File: src/rtl/idu_pkg.sv
// idu_pkg: shared RV32I opcode, class and ALU-op encodings for the decode stage.
// Also carries the immediate-format selector used by idu_imm_gen.
package idu_pkg;

  localparam logic [6:0] OP     = 7'b0110011;
  localparam logic [6:0] OP_IMM = 7'b0010011;
  localparam logic [6:0] LOAD   = 7'b0000011;
  localparam logic [6:0] STORE  = 7'b0100011;
  localparam logic [6:0] BRANCH = 7'b1100011;
  localparam logic [6:0] JAL    = 7'b1101111;
  localparam logic [6:0] JALR   = 7'b1100111;
  localparam logic [6:0] LUI    = 7'b0110111;
  localparam logic [6:0] AUIPC  = 7'b0010111;
  localparam logic [6:0] SYSTEM = 7'b1110011;

  typedef enum logic [2:0] {
    CLS_R_ALU  = 3'd0,
    CLS_I_ALU  = 3'd1,
    CLS_LOAD   = 3'd2,
    CLS_STORE  = 3'd3,
    CLS_BRANCH = 3'd4,
    CLS_JUMP   = 3'd5,
    CLS_UPPER  = 3'd6,
    CLS_SYSTEM = 3'd7
  } cls_e;

  localparam logic [3:0] ALU_ADD  = 4'b0000;
  localparam logic [3:0] ALU_SLL  = 4'b0001;
  localparam logic [3:0] ALU_SLT  = 4'b0010;
  localparam logic [3:0] ALU_SLTU = 4'b0011;
  localparam logic [3:0] ALU_XOR  = 4'b0100;
  localparam logic [3:0] ALU_SRL  = 4'b0101;
  localparam logic [3:0] ALU_OR   = 4'b0110;
  localparam logic [3:0] ALU_AND  = 4'b0111;
  localparam logic [3:0] ALU_SUB  = 4'b1000;
  localparam logic [3:0] ALU_SRA  = 4'b1101;

  typedef enum logic [2:0] {
    IMM_R,
    IMM_I,
    IMM_S,
    IMM_B,
    IMM_U,
    IMM_J
  } imm_fmt_e;

  function automatic imm_fmt_e imm_fmt(
    input logic [6:0] opc
  );
    imm_fmt_e f;
    f = IMM_R;
    unique case (opc)
      OP_IMM, LOAD,
      JALR, SYSTEM: f = IMM_I;
      STORE:        f = IMM_S;
      BRANCH:       f = IMM_B;
      LUI, AUIPC:   f = IMM_U;
      JAL:          f = IMM_J;
      default:      f = IMM_R;
    endcase
    return f;
  endfunction

endpackage

File: src/rtl/idu_imm_gen.sv
// idu_imm_gen: combinational RV32I immediate generator.
// Every format is sign-extended from instruction bit 31.
module idu_imm_gen
  import idu_pkg::*;
#(
  parameter int ISA_WIDTH = 32
) (
  input  logic [ISA_WIDTH-1:0] ins,
  output logic [ISA_WIDTH-1:0] imm
);

  imm_fmt_e    fmt;
  logic [31:0] imm32;

  assign fmt = imm_fmt(ins[6:0]);

  always_comb begin
    imm32 = '0;
    unique case (fmt)
      IMM_I: imm32 = {{20{ins[31]}},
                      ins[31:20]};
      IMM_S: imm32 = {{20{ins[31]}},
                      ins[31:25],
                      ins[11:7]};
      IMM_B: imm32 = {{19{ins[31]}},
                      ins[31], ins[7],
                      ins[30:25],
                      ins[11:8], 1'b0};
      IMM_U: imm32 = {ins[31:12],
                      12'b0};
      IMM_J: imm32 = {{11{ins[31]}},
                      ins[31],
                      ins[19:12],
                      ins[20],
                      ins[30:21], 1'b0};
      default: imm32 = '0;
    endcase
  end

  assign imm = ISA_WIDTH'($signed(imm32));

endmodule

File: src/rtl/idu_stage.sv
// idu_stage: RV32I decode stage between fetch and execute (valid/ready both sides).
// Define IDU_SKID_BUF_EN for a second skid entry with a registered o_pre_ready.
module idu_stage
  import idu_pkg::*;
#(
  parameter int ISA_WIDTH = 32,
  parameter int REG_AW    = 5
) (
  input  logic                 clk,
  input  logic                 ifu_rst,
  input  logic [ISA_WIDTH-1:0] i_ins,
  input  logic [ISA_WIDTH-1:0] i_pc,
  input  logic                 i_pre_valid,
  output logic                 o_pre_ready,
  input  logic                 i_post_ready,
  output logic                 o_post_valid,
  input  logic                 i_flush,
  output logic [ISA_WIDTH-1:0] o_pc,
  output logic [ISA_WIDTH-1:0] o_ins,
  output logic [REG_AW-1:0]    o_rs1,
  output logic [REG_AW-1:0]    o_rs2,
  output logic [REG_AW-1:0]    o_rd,
  output logic [ISA_WIDTH-1:0] o_imm,
  output logic [2:0]           o_cls,
  output logic [3:0]           o_alu_op,
  output logic                 o_rf_wen,
  output logic                 o_illegal
);

  logic                 vld;
  logic [ISA_WIDTH-1:0] ins_q;
  logic [ISA_WIDTH-1:0] pc_q;
  logic                 acc;

  assign acc = i_pre_valid & o_pre_ready;

`ifdef IDU_SKID_BUF_EN
  logic                 skd_vld;
  logic [ISA_WIDTH-1:0] skd_ins;
  logic [ISA_WIDTH-1:0] skd_pc;
  logic                 adv;

  assign o_pre_ready = ~skd_vld;
  assign adv         = ~vld | i_post_ready;

  always_ff @(posedge clk or negedge ifu_rst) begin
    if (!ifu_rst) begin
      vld     <= 1'b0;
      ins_q   <= '0;
      pc_q    <= '0;
      skd_vld <= 1'b0;
      skd_ins <= '0;
      skd_pc  <= '0;
    end else if (i_flush) begin
      vld     <= 1'b0;
      skd_vld <= 1'b0;
    end else if (adv) begin
      // skid entry is older than anything arriving now
      if (skd_vld) begin
        vld     <= 1'b1;
        ins_q   <= skd_ins;
        pc_q    <= skd_pc;
        skd_vld <= 1'b0;
      end else if (acc) begin
        vld   <= 1'b1;
        ins_q <= i_ins;
        pc_q  <= i_pc;
      end else begin
        vld <= 1'b0;
      end
    end else if (acc) begin
      skd_vld <= 1'b1;
      skd_ins <= i_ins;
      skd_pc  <= i_pc;
    end
  end
`else
  assign o_pre_ready = ~vld | i_post_ready;

  always_ff @(posedge clk or negedge ifu_rst) begin
    if (!ifu_rst) begin
      vld   <= 1'b0;
      ins_q <= '0;
      pc_q  <= '0;
    end else if (i_flush) begin
      vld <= 1'b0;
    end else if (acc) begin
      vld   <= 1'b1;
      ins_q <= i_ins;
      pc_q  <= i_pc;
    end else if (i_post_ready) begin
      vld <= 1'b0;
    end
  end
`endif

  logic [6:0] opc;
  logic [2:0] f3;
  logic [6:0] f7;
  cls_e       cls;
  logic       ill;
  logic       wen;
  logic       alt;

  assign opc = ins_q[6:0];
  assign f3  = ins_q[14:12];
  assign f7  = ins_q[31:25];

  always_comb begin
    cls = CLS_R_ALU;
    ill = 1'b0;
    wen = 1'b0;
    alt = 1'b0;
    unique case (1'b1)
      (opc == OP): begin
        cls = CLS_R_ALU;
        wen = 1'b1;
        alt = f7[5];
        if (f7 != 7'h00 && f7 != 7'h20)
          ill = 1'b1;
        if (f7 == 7'h20 && f3 != 3'b000
            && f3 != 3'b101)
          ill = 1'b1;
      end
      (opc == OP_IMM): begin
        cls = CLS_I_ALU;
        wen = 1'b1;
        if (f3 == 3'b001)
          ill = (f7 != 7'h00);
        if (f3 == 3'b101) begin
          alt = f7[5];
          ill = (f7 != 7'h00)
              && (f7 != 7'h20);
        end
      end
      (opc == LOAD): begin
        cls = CLS_LOAD;
        wen = 1'b1;
      end
      (opc == STORE):
        cls = CLS_STORE;
      (opc == BRANCH):
        cls = CLS_BRANCH;
      (opc == JAL) || (opc == JALR): begin
        cls = CLS_JUMP;
        wen = 1'b1;
      end
      (opc == LUI) || (opc == AUIPC): begin
        cls = CLS_UPPER;
        wen = 1'b1;
      end
      (opc == SYSTEM): begin
        cls = CLS_SYSTEM;
        wen = (f3 != 3'b000);
      end
      default:
        ill = 1'b1;
    endcase
    if (opc[1:0] != 2'b11)
      ill = 1'b1;
  end

  idu_imm_gen #(
    .ISA_WIDTH(ISA_WIDTH)
  ) u_imm (
    .ins(ins_q),
    .imm(o_imm)
  );

  assign o_post_valid = vld;
  assign o_pc         = pc_q;
  assign o_ins        = ins_q;
  assign o_rs1        = ins_q[15 +: REG_AW];
  assign o_rs2        = ins_q[20 +: REG_AW];
  assign o_rd         = ins_q[7 +: REG_AW];
  assign o_cls        = cls;
  assign o_alu_op     = {alt, f3};
  assign o_rf_wen     = wen & ~ill
                      & (ins_q[11:7] != 5'd0);
  // the zeroed reset word decodes as illegal; keep the flag quiet until a beat lands
  assign o_illegal    = ill & vld;

endmodule

File: config.mk
export PLATFORM = sky130hd
export DESIGN_NAME = idu_stage
export DESIGN_NICKNAME = d
export VERILOG_FILES = /design/src/rtl/idu_pkg.sv /design/src/rtl/idu_imm_gen.sv /design/src/rtl/idu_stage.sv
export SDC_FILE = /design/constraint.sdc
export NUM_CORES = 1
export LEC_CHECK = 0
export BUFFER_PORTS_ARGS = -buffer_cell sky130_fd_sc_hd__buf_2
export CAP_MARGIN = 20
export CORE_MARGIN = 3
export CORE_UTILIZATION = 35
export DETAILED_ROUTE_END_ITERATION = 6
export MAX_ROUTING_LAYER = met4
export PLACE_DENSITY = 0.68
export SLEW_MARGIN = 20
export SYNTH_ARGS = -nofsm -noshare
export SYNTH_HDL_FRONTEND = slang
export SYNTH_HIERARCHICAL = 1
export SYNTH_SLANG_ARGS = --single-unit
File: constraint.sdc
create_clock -name clk -period 2.25 [get_ports clk]
set_input_delay 0.45 -clock clk [delete_from_list [all_inputs] [get_ports clk]]
set_output_delay 0.45 -clock clk [all_outputs]
set_load 0.01 [all_outputs]
==> flow_metrics.tcl <==
set metrics [dict create \
    max_cap_violations 0 \
    reg2reg_slack_ns 0.46 \
    vias 3020 \
    crit_buf_inv 1 \
    synth-seq-cells 65 \
    rr_startpoint "o_post_valid" \
    crit_type "register to output pin" \
    hp-class "input port to async pin" \
    setup_ws_ns -0.258 \
    grt_pass1_vias 3083 \
    routabilityCongestion 0.898 \
    end_kind "output pin" \
    cts_sinks 65 \
    worstPathArrival_ns 2.06 \
    synth_area_mm2 0.00338 \
    reg2reg_depth 4 \
    place_ws_ns 0.0512 \
    grt_antenna_before_repair 1 \
    synth_area_leaders "dfrtp_1, mux2_2, buf_4, a21o_1, nor2_1" \
    setup_viol 28 \
    p_sw_share_pct 32.1 \
    fin_worst_skew_ns 0.00909 \
    multi_input_area_mm2 0.00160 \
    drv_slew 0 \
    rr_endpoint "o_ins[7]" \
    worst_pin_slew_ns 0.440 \
    grt_pass1_wl_um 15200 \
    cpLargestDelayFamily "simple AND/OR/NAND/NOR gates" \
    hold_viol 0 \
    synth_edf_count 0 \
    final_net_count 555 \
    fill_cells 833 \
    drt_iter0_markers 109 \
    ys_warn_count 6 \
    timing.fmax_ghz 0.399 \
    power.density_mw_per_mm2 791 \
    path_max_fanout 7 \
    wl_per_cell_um 15.8 \
    synthesis.nets 352 \
    ys_seq_area_share_pct 48.1 \
    h-tree-depth 3 \
    die_h_um 104 \
    post-route-period-util_pct 111 \
    via_per_inst 4.87 \
    synth.avg_cell_area_um2 12.0 \
    synth_common_cells "dfrtp_1, mux2_2, buf_4" \
    io_pins 191 \
    crit_cells 5 \
    crit_chain "or4b_1 -> a31oi_1 -> o21ai_0 -> nor4bb_2 -> buf_2" \
    drt_wl_total_um 9770 \
    drt_pre_antenna_iters 4 \
    synth_flop_cell "dfrtp_1" \
    hpwl_um 7080 \
    clkTransAtPathRegs_ns 0.08 \
    coreArea_mm2 0.00933 \
    initial_core_util_pct 36.3 \
    die_w_um 104 \
    layout-drive-gt1-share_pct 68.6 \
    ys_types 45 \
    ant_nets 0 \
    clk_latency_ns 0.34 \
    yosysTopAreaCellShare_pct 48.1 \
    port_buffers 190 \
    cts_buffer_depth 2 \
    grt_max_degree 66 \
    rows 35 \
    ctsRootBufferMaster "clkbuf_8" \
    rsz0062_at_grt "yes" \
    synth_top_area_cell "dfrtp_1" \
    final_util_pct 53.1 \
    status "finished, violations left" \
    grt-ovfl-total 0 \
    fin_crit_ns 2.51 \
    cts_hold_buffers 0 \
    clockPowerShare_pct 28.1 \
    crit_slowest_cell "or4b_1" \
    worst_ep_required_time_ns 1.80 \
    cp_slowest_stage_delay_ns 0.57 \
    synth_most_common_cell "dfrtp_1" \
    synthCells 283 \
    p_sw_mw 1.26 \
    async_flop_share_pct 100 \
    dieArea_mm2 0.0109 \
    crit_path_start "o_ins[13]" \
    drc 0 \
    violations "setup timing" \
    startpoint_type "register" \
    ir_drop_uv 385 \
    ff_latch_area_mm2 0.00164 \
    power_frac_seq_pct 39.7 \
    timing.slew.headroom_pct 70.5 \
    p_leak_nw 2.58 \
    grt_usage_pct 17.7 \
    tritoncts "done" \
    p_int_mw 2.66 \
    cts_made_buffers 9 \
    syn2layout_area_growth_pct 46.5 \
    comb_power_share_pct 32.2 \
    endpoint "o_rf_wen" \
]
## power by group through the flow
stage | Sequential [mW] | Combinational (mW) | Clock (mW)
final | 1.56 | 1.26 | 1.10
after detailed placement | 1.58 | 1.14 | 0
after global routing | 1.59 | 1.36 | 1.18
after CTS | 1.56 | 1.20 | 1.14
after floorplan | 1.66 | 0.578 | 0
after global placement | 1.56 | 1.13 | 0
## cell type report
type | instances | share of cell area, %
sequential | 65 | 33.0
antenna | 1 | 0.0505
multi-input combinational | 178 | 32.3
timing repair buffer | 227 | 26.6
clock inverter | 5 | 1.62
inverter | 5 | 0.379
tap | 129 | 3.26
clock buffer | 10 | 2.78
## registers in the layout, summed over array words and instances (netlist names)
name / count
o_ins: 32
o_pc: 32
o_post_valid: 1
## routing by layer
metal / share of wire (%) / track usage (%) / up-vias
met3: 7.0 / 4.84 / 22
met5: 0 / - / -
met1: 42 / 21.2 / 1452
met2: 49 / 29.1 / 136
li1: - / - / 1410
met4: 2.1 / 5.79 / 0
## cells by family (layout without fill, tap and decap cells)
group                     count (synthesis)  after routing  synth area share [%]
DFF                                      65             65                  48.1
other                                     0              1                     0
muxes                                    62             62                  20.6
AOI/OAI and AO/OA                        56             56                  12.6
xor gates and xnor gates                  3              3                 0.777
and+or+nand+nor                          57             57                  9.95
buffers and inverters                    40            247                  7.95
## placed cells by master, fill, tap and decap left out, types with 2 or more instances in the layout
cell / n
and2_1: 5
nor2_1: 13
clkbuf_8: 10
a21o_1: 19
a22o_1: 4
nor4_4: 2
a31oi_1: 2
and3_1: 2
a21oi_1: 6
clkinvlp_4: 2
nor3_2: 2
a21oi_2: 2
buf_4: 27
o21ai_0: 6
dfrtp_2: 8
nand2_1: 7
nand3_1: 3
mux2_2: 62
buf_6: 9
a211o_1: 2
inv_1: 4
o211ai_1: 3
xor2_1: 2
bufinv_16: 2
dfrtp_1: 57
nor3b_2: 3
buf_2: 187
nor2b_1: 2
buf_12: 4
nand2b_1: 2
## worst min path at each step
stage              from       end  slack, ns  depth (start not counted)
3_5_place_dp   o_pc[26]  o_pc[26]       0.49                          1
3_3_place_gp    ifu_rst  o_pc[26]       0.49                          2
4_1_cts         ifu_rst  o_pc[28]       0.13                          2
6_report        ifu_rst  o_pc[29]       0.09                          2
2_1_floorplan   ifu_rst  o_ins[0]       0.15                          0
5_1_grt         ifu_rst  o_pc[28]       0.13                          2
## timing repair
item / 4_1_cts / 5_1_grt
endpoints found under the setup margin: 36 / 36
resized for setup: 18 / 22
buffers inserted: 8 / 6
pin swaps: 11 / 6
hold endpoints to repair: 0 / 0
## through the flow
| step | hold WS, ns | cell area [um2] | TNS (ns) | total power, mW | std cells |
|---|---|---|---|---|---|
| floorplan | 0.154 | 3390 | 0 | 2.23 | 283 |
| global placement | 0.486 | 4460 | 0 | 2.69 | 591 |
| detailed placement | 0.490 | 4460 | 0 | 2.72 | 591 |
| CTS | 0.127 | 4810 | -3.34 | 3.90 | 614 |
| global route | 0.134 | 4960 | -8.06 | 4.14 | 620 |
| finish | 0.0873 | 4960 | -4.65 | 3.92 | 620 |
Power figures use the tool's default switching activity.
